### src/rtl/serial_frame_dp_if.sv
// Bundles the command, device-serial and read-back signals of serial_frame_dp.
// master = the side driving the frame controls and commands, slave = the datapath.
interface serial_frame_dp_if;
  logic [7:0] cmd_data;
  logic       cmd_valid;
  logic       cmd_ready;
  logic       trst;
  logic       dq_en;
  logic       sr_en;
  logic       dq_in;
  logic       dq_out;
  logic [7:0] rd_data;
  logic       rd_valid;
  logic       rd_ready;
  logic       frame_err;
  logic       overrun;
  logic       parity_err;

  modport master (
    output cmd_data, cmd_valid, trst, dq_en, sr_en, dq_in, rd_ready,
    input  cmd_ready, dq_out, rd_data, rd_valid, frame_err, overrun, parity_err
  );

  modport slave (
    input  cmd_data, cmd_valid, trst, dq_en, sr_en, dq_in, rd_ready,
    output cmd_ready, dq_out, rd_data, rd_valid, frame_err, overrun, parity_err
  );
endinterface

### src/rtl/serial_frame_dp.sv
// Serial frame datapath: one command byte out MSB first, one byte back per frame.
// Define SERIAL_FRAME_DP_PARITY_EN to check the turnaround bit as even parity.
module serial_frame_dp (
  input logic              clk,
  input logic              rst,
  serial_frame_dp_if.slave bus
);

  logic       r_trst_q;
  logic       r_armed;
  logic       r_active;
  logic       r_hold_full;
  logic [7:0] r_hold;
  logic [7:0] r_tx_sr;
  logic [7:0] r_rx_sr;
  logic [3:0] r_rd_cnt;
  logic [7:0] r_rd_data;
  logic       r_rd_valid;
  logic       r_frame_err;
  logic       r_overrun;

  logic w_start;
  logic w_end;
  logic w_accept;
  logic w_strobe;
  logic w_wr_strobe;
  logic w_rd_strobe;
  logic w_cnt_ok;
  logic w_par_bad;
  logic w_deliver;

  // r_armed blocks a false start when reset drops while trst is still high
  assign w_start     = bus.trst & ~r_trst_q & r_armed;
  assign w_end       = ~bus.trst & r_trst_q & r_active;
  assign w_accept    = bus.cmd_valid & bus.cmd_ready;
  assign w_strobe    = bus.sr_en & bus.trst & r_active;
  assign w_wr_strobe = w_strobe & bus.dq_en;
  assign w_rd_strobe = w_strobe & ~bus.dq_en;
  assign w_cnt_ok    = (r_rd_cnt == 4'd9);
  assign w_deliver   = w_end & w_cnt_ok & ~w_par_bad & (~r_rd_valid | bus.rd_ready);

`ifdef SERIAL_FRAME_DP_PARITY_EN
  logic r_par;
  logic r_parity_err;

  assign w_par_bad      = r_par ^ (^r_rx_sr);
  assign bus.parity_err = r_parity_err;

  always_ff @(posedge clk) begin
    if (rst) begin
      r_par        <= 1'b0;
      r_parity_err <= 1'b0;
    end else begin
      r_parity_err <= w_end & w_cnt_ok & w_par_bad;
      if (w_rd_strobe && r_rd_cnt == 4'd0) r_par <= bus.dq_in;
    end
  end
`else
  assign w_par_bad      = 1'b0;
  assign bus.parity_err = 1'b0;
`endif

  always_ff @(posedge clk) begin
    if (rst) begin
      r_trst_q    <= 1'b0;
      r_armed     <= 1'b0;
      r_active    <= 1'b0;
      r_hold_full <= 1'b0;
      r_hold      <= 8'h00;
      r_tx_sr     <= 8'h00;
      r_rx_sr     <= 8'h00;
      r_rd_cnt    <= 4'd0;
      r_rd_data   <= 8'h00;
      r_rd_valid  <= 1'b0;
      r_frame_err <= 1'b0;
      r_overrun   <= 1'b0;
    end else begin
      r_trst_q    <= bus.trst;
      r_armed     <= r_armed | ~bus.trst;
      r_frame_err <= (w_start & ~r_hold_full) | (w_end & ~w_cnt_ok);

      if (w_start) r_active <= 1'b1;
      else if (w_end) r_active <= 1'b0;

      // A command accepted on the start cycle lands in the holding register only
      if (w_accept) begin
        r_hold      <= bus.cmd_data;
        r_hold_full <= 1'b1;
      end else if (w_start && r_hold_full) begin
        r_hold_full <= 1'b0;
      end

      if (w_start) r_tx_sr <= r_hold_full ? r_hold : 8'h00;
      else if (w_wr_strobe) r_tx_sr <= {r_tx_sr[6:0], 1'b0};

      if (w_start) begin
        r_rd_cnt <= 4'd0;
      end else if (w_rd_strobe) begin
        if (r_rd_cnt != 4'd15) r_rd_cnt <= r_rd_cnt + 4'd1;
        if (r_rd_cnt >= 4'd1 && r_rd_cnt <= 4'd8) r_rx_sr <= {r_rx_sr[6:0], bus.dq_in};
      end

      if (w_deliver) begin
        r_rd_data  <= r_rx_sr;
        r_rd_valid <= 1'b1;
      end else if (r_rd_valid && bus.rd_ready) begin
        r_rd_valid <= 1'b0;
      end

      if (w_end && w_cnt_ok && !w_par_bad && r_rd_valid && !bus.rd_ready) r_overrun <= 1'b1;
    end
  end

  assign bus.cmd_ready = ~r_hold_full & ~rst;
  assign bus.dq_out    = bus.dq_en & r_tx_sr[7] & ~rst;
  assign bus.rd_data   = r_rd_data;
  assign bus.rd_valid  = r_rd_valid;
  assign bus.frame_err = r_frame_err;
  assign bus.overrun   = r_overrun;

endmodule
### src/flat_wrapper.sv
// flat-port wrapper written by rule: the top's interface ports become plain ports
module serial_frame_dp_flat 
  (clk, rst, bus_cmd_data, bus_cmd_valid, bus_trst, bus_dq_en, bus_sr_en, bus_dq_in, bus_rd_ready, bus_cmd_ready, bus_dq_out, bus_rd_data, bus_rd_valid, bus_frame_err, bus_overrun, bus_parity_err);
  serial_frame_dp_if bus_i ();
  input logic clk;
  input logic rst;
  input wire logic [$bits(bus_i.cmd_data)-1:0] bus_cmd_data;
  input wire logic [$bits(bus_i.cmd_valid)-1:0] bus_cmd_valid;
  input wire logic [$bits(bus_i.trst)-1:0] bus_trst;
  input wire logic [$bits(bus_i.dq_en)-1:0] bus_dq_en;
  input wire logic [$bits(bus_i.sr_en)-1:0] bus_sr_en;
  input wire logic [$bits(bus_i.dq_in)-1:0] bus_dq_in;
  input wire logic [$bits(bus_i.rd_ready)-1:0] bus_rd_ready;
  output wire logic [$bits(bus_i.cmd_ready)-1:0] bus_cmd_ready;
  output wire logic [$bits(bus_i.dq_out)-1:0] bus_dq_out;
  output wire logic [$bits(bus_i.rd_data)-1:0] bus_rd_data;
  output wire logic [$bits(bus_i.rd_valid)-1:0] bus_rd_valid;
  output wire logic [$bits(bus_i.frame_err)-1:0] bus_frame_err;
  output wire logic [$bits(bus_i.overrun)-1:0] bus_overrun;
  output wire logic [$bits(bus_i.parity_err)-1:0] bus_parity_err;
  assign bus_i.cmd_data = bus_cmd_data;
  assign bus_i.cmd_valid = bus_cmd_valid;
  assign bus_i.trst = bus_trst;
  assign bus_i.dq_en = bus_dq_en;
  assign bus_i.sr_en = bus_sr_en;
  assign bus_i.dq_in = bus_dq_in;
  assign bus_i.rd_ready = bus_rd_ready;
  assign bus_cmd_ready = bus_i.cmd_ready;
  assign bus_dq_out = bus_i.dq_out;
  assign bus_rd_data = bus_i.rd_data;
  assign bus_rd_valid = bus_i.rd_valid;
  assign bus_frame_err = bus_i.frame_err;
  assign bus_overrun = bus_i.overrun;
  assign bus_parity_err = bus_i.parity_err;
  serial_frame_dp u_core (.clk(clk), .rst(rst), .bus(bus_i));
endmodule
### config.mk
export PLATFORM = sky130hd
export DESIGN_NAME = serial_frame_dp_flat
export DESIGN_NICKNAME = d
export VERILOG_FILES = /design/src/rtl/serial_frame_dp_if.sv /design/src/rtl/serial_frame_dp.sv /design/src/flat_wrapper.sv
export SDC_FILE = /design/constraint.sdc
export NUM_CORES = 1
export LEC_CHECK = 0
export CAP_MARGIN = 20
export CORE_MARGIN = 5
export CORE_UTILIZATION = 55
export CTS_BUF_LIST = sky130_fd_sc_hd__clkbuf_8 sky130_fd_sc_hd__clkbuf_16
export CTS_CLUSTER_DIAMETER = 120
export DETAILED_ROUTE_END_ITERATION = 7
export GPL_TIMING_DRIVEN = 0
export PLACE_DENSITY = 0.93
export SYNTH_ARGS = -nofsm -noshare
export SYNTH_HDL_FRONTEND = slang
export SYNTH_SLANG_ARGS = --single-unit
### constraint.sdc
create_clock -name clk -period 3.3 [get_ports clk]
set_clock_uncertainty 0.05 [all_clocks]
set_input_delay 0.66 -clock clk [delete_from_list [all_inputs] [get_ports clk]]
set_output_delay 0.66 -clock clk [all_outputs]
set_load 0.02 [all_outputs]
==> run_results.csv <==
group,metric,value,unit
yosys,postSynthAreaPerCell,8.97,um^2
sta,slew_viol_final,0,
setup_path,worst-setup-path-type,"in -> out",
global_route,antenna_found_initial,0,
sta,min_period_over_period,0.943,
power,switchingPower,0.224,mW
power,clockPowerShare,0.365,
sta,hold_viol,0,
setup_path,setup.worst_path.end,"bus_dq_out",
setup_path,path_max_fanout,10,
die,start_util,0.557,
yosys,syn-cell-area,1830,um^2
yosys,syn_inst,204,
final_layout,mostFrequentLayoutCells,"dfxtp_1, nand2_1, clkdlybuf4s50_1",
place,port_buffers,26,
outcome,status,"complete, no violations",
power,finalPower,0.982,mW
die,die_width,67.7,um
power,seqPwrFrac,0.553,
setup_path,end_kind,"output port",
final_layout,fin_util,0.685,
sta,slew_headroom,0.506,
setup_path,worst_ep_arrival_time,2.40,ns
yosys,ys_types,35,
global_route,grt_pass1_vias,1359,
sta,setup_viol,0,
cts,cts_buffers,5,
cts,cts_sinks,43,
cts,tritoncts,"done",
global_route,grt_max_degree,13,
final_layout,final_common_cell,"dfxtp_1",
cts,cts_resized,0,
global_route,grt_util_all_layers,0.172,
sta,tightest_slew,0.740,ns
cts,path_clk_slew,0.08,ns
cts,clk_path_buf_depth,2,
global_route,gr-total-overflow,0,
die,pin_count,30,
detailed_routing,antenna_left,0,
setup_path,setup.worst_path.start_class,"input pin",
power,p_int,0.758,mW
power,pwr-share-comb,0.081,
detailed_routing,drt-total-wl,3550,um
setup_path,worstSetupStartpoint,"rst",
detailed_routing,wl_per_cell,12.5,um
hold_path,hold_path.class,"reg -> reg",
setup_path,r2r_slack,1.31,ns
power,irDropWorstVdd,0.000284,V
sta,setup_ws,0.190,ns
setup_path,rr_endpoint,"u_core.r_rx_sr[0]",
place,dp_hpwl,2620,um
detailed_routing,drc,0,
detailed_routing,via_per_inst,5.36,
setup_path,reg2reg_from,"u_core.r_rd_cnt[0]",
yosys,yosysSeqAreaShare,0.470,
die,row_count,21,
yosys,ys_ff_latch,43,
place,post-place-ws,0.172,ns
die,core-area,3280,um^2
sta,rsz0062_at_grt,"no",
final_layout,nets,257,
power,powerDensity,437,nW/um^2
final_layout,areaGrowthSynthToFinish,22.8,%
cts,cts_hold_buf,0,
die,die_h,67.7,um
cts,clock_latency,0.30,ns
setup_path,worstPathRequired,2.59,ns
cts,cts-root-buf,"clkbuf_8",
place,gp_congestion,0.876,
power,power_leakage,0.892,nW
final_layout,drive_gt1_frac,0.0588,
sta,period_minus_slack,3.11,ns
sta,fmax,322,MHz
die,die_area,4580,um^2
detailed_routing,dr_total_vias,1522,
cts,post_cts.repair.setup_buffers,0,
sta,setup_tns,0,ns
global_route,grt_pass1_wl,5920,um
final_layout,num_antenna_cells,0,
detailed_routing,first_pass_iters,6,
detailed_routing,drt-initial-drc-count,77,
setup_path,reg2reg_depth,5,
yosys,yosys_warnings,0,
power,switching_share,0.228,
yosys,synth_nets,224,
cts,h-tree-depth,2,
job,drv_cap,0,
==> through the flow <==
stage | cell area, um^2 | std cells | hold slack, ns
2_1_floorplan | 1830 | 204 | 0.387
4_1_cts | 2250 | 284 | 0.412
5_1_grt | 2250 | 284 | 0.433
3_3_place_gp | 2150 | 276 | 0.395
6_report | 2250 | 284 | 0.408
3_5_place_dp | 2150 | 276 | 0.401
==> worst min-delay path by stage <==
stage	from	end	slack [ns]	cells past startpoint
5_1_grt	u_core.r_hold[1]	u_core.r_hold[1]	0.43	2
4_1_cts	u_core.bus.rd_data[3]	u_core.bus.rd_data[3]	0.41	2
6_report	u_core.bus.rd_data[2]	u_core.bus.rd_data[2]	0.41	2
3_5_place_dp	u_core.bus.rd_data[3]	u_core.bus.rd_data[3]	0.40	2
3_3_place_gp	u_core.bus.rd_data[4]	u_core.bus.rd_data[4]	0.39	2
2_1_floorplan	u_core.r_hold[0]	u_core.r_hold[0]	0.39	2
==> sequential cells by signal (all words and copies together) (netlist names) <==
name and flops:
u_core.r_trst_q 1, u_core.r_active 1, u_core.r_rx_sr 8, u_core.r_armed 1
u_core.r_hold_full 1, u_core.bus.rd_data 8, u_core.r_rd_cnt 4, u_core.r_tx_sr 8
u_core.bus.rd_valid 1, u_core.bus.overrun 1, u_core.bus.frame_err 1, u_core.r_hold 8
==> kinds of logic after synthesis <==
group	share of synthesized area
multiplexers	0.0875
adder cells (fa/ha/maj)	0.0273
AO/OA/AOI/OAI	0.148
AND/OR/NAND/NOR	0.219
flip-flops	0.470
other	0.00205
buffers and inverters	0.0465
==> synthesized netlist by cell type <==
cell type | count | area share
a2111oi_4 | 1 | 0.015
a211oi_1 | 1 | 0.0041
a21oi_1 | 23 | 0.063
a311oi_1 | 1 | 0.0048
a31oi_1 | 1 | 0.0034
and3_1 | 2 | 0.0068
and3b_1 | 3 | 0.014
and4_1 | 1 | 0.0048
and4b_1 | 1 | 0.0055
buf_1 | 2 | 0.0041
buf_2 | 2 | 0.0055
buf_4 | 2 | 0.0082
clkbuf_1 | 9 | 0.018
clkinv_1 | 1 | 0.0020
conb_1 | 1 | 0.0020
dfxtp_1 | 43 | 0.47
ha_1 | 4 | 0.027
inv_1 | 4 | 0.0082
mux2i_1 | 16 | 0.087
nand2_1 | 36 | 0.074
nand2b_1 | 1 | 0.0034
nand2b_4 | 1 | 0.0075
nand3_1 | 13 | 0.036
nand3b_1 | 2 | 0.0082
nand4_1 | 1 | 0.0034
nand4b_4 | 1 | 0.013
nor2_1 | 5 | 0.010
nor2b_1 | 5 | 0.017
nor3_1 | 1 | 0.0027
nor3b_1 | 1 | 0.0041
nor4b_1 | 1 | 0.0048
o21a_1 | 1 | 0.0041
o21ai_0 | 9 | 0.025
o31ai_1 | 7 | 0.029
or3_1 | 1 | 0.0034
==> routing by layer <==
layer  global-route usage  vias up  share of wire
met5                    0        -              0
met4               0.0658        0          0.012
met3               0.0566        5          0.052
met2                0.286       35           0.50
met1                0.204      710           0.44
li1                     -      772              -
==> worst max-delay path, stage by stage <==
cell             delay [ns]
clkbuf_1               0.32
clkinv_1               0.32
clkbuf_1               0.31
and3_1                 0.25
clkdlybuf4s50_1        0.54
==> power groups by stage <==
stage               Combinational, mW  Sequential (mW)  Clock (mW)
finish                         0.0800            0.543       0.359
detailed placement             0.0801            0.555           0
global route                   0.0893            0.545       0.388
CTS                            0.0804            0.543       0.369
global placement               0.0782            0.555           0
floorplan                      0.0486            0.553           0
==> cell type report <==
class / instances / area (um^2)
Buffer: 15 / 66.3
Clock buffer: 7 / 96.3
Clock inverter: 1 / 3.75
Fill cell: 264 / 1040
Inverter: 5 / 18.8
Multi-Input combinational cell: 141 / 885
Sequential cell: 43 / 861
Tap cell: 46 / 57.6
Timing Repair Buffer: 26 / 260
Note: power is estimated with default switching activity, not from simulation.
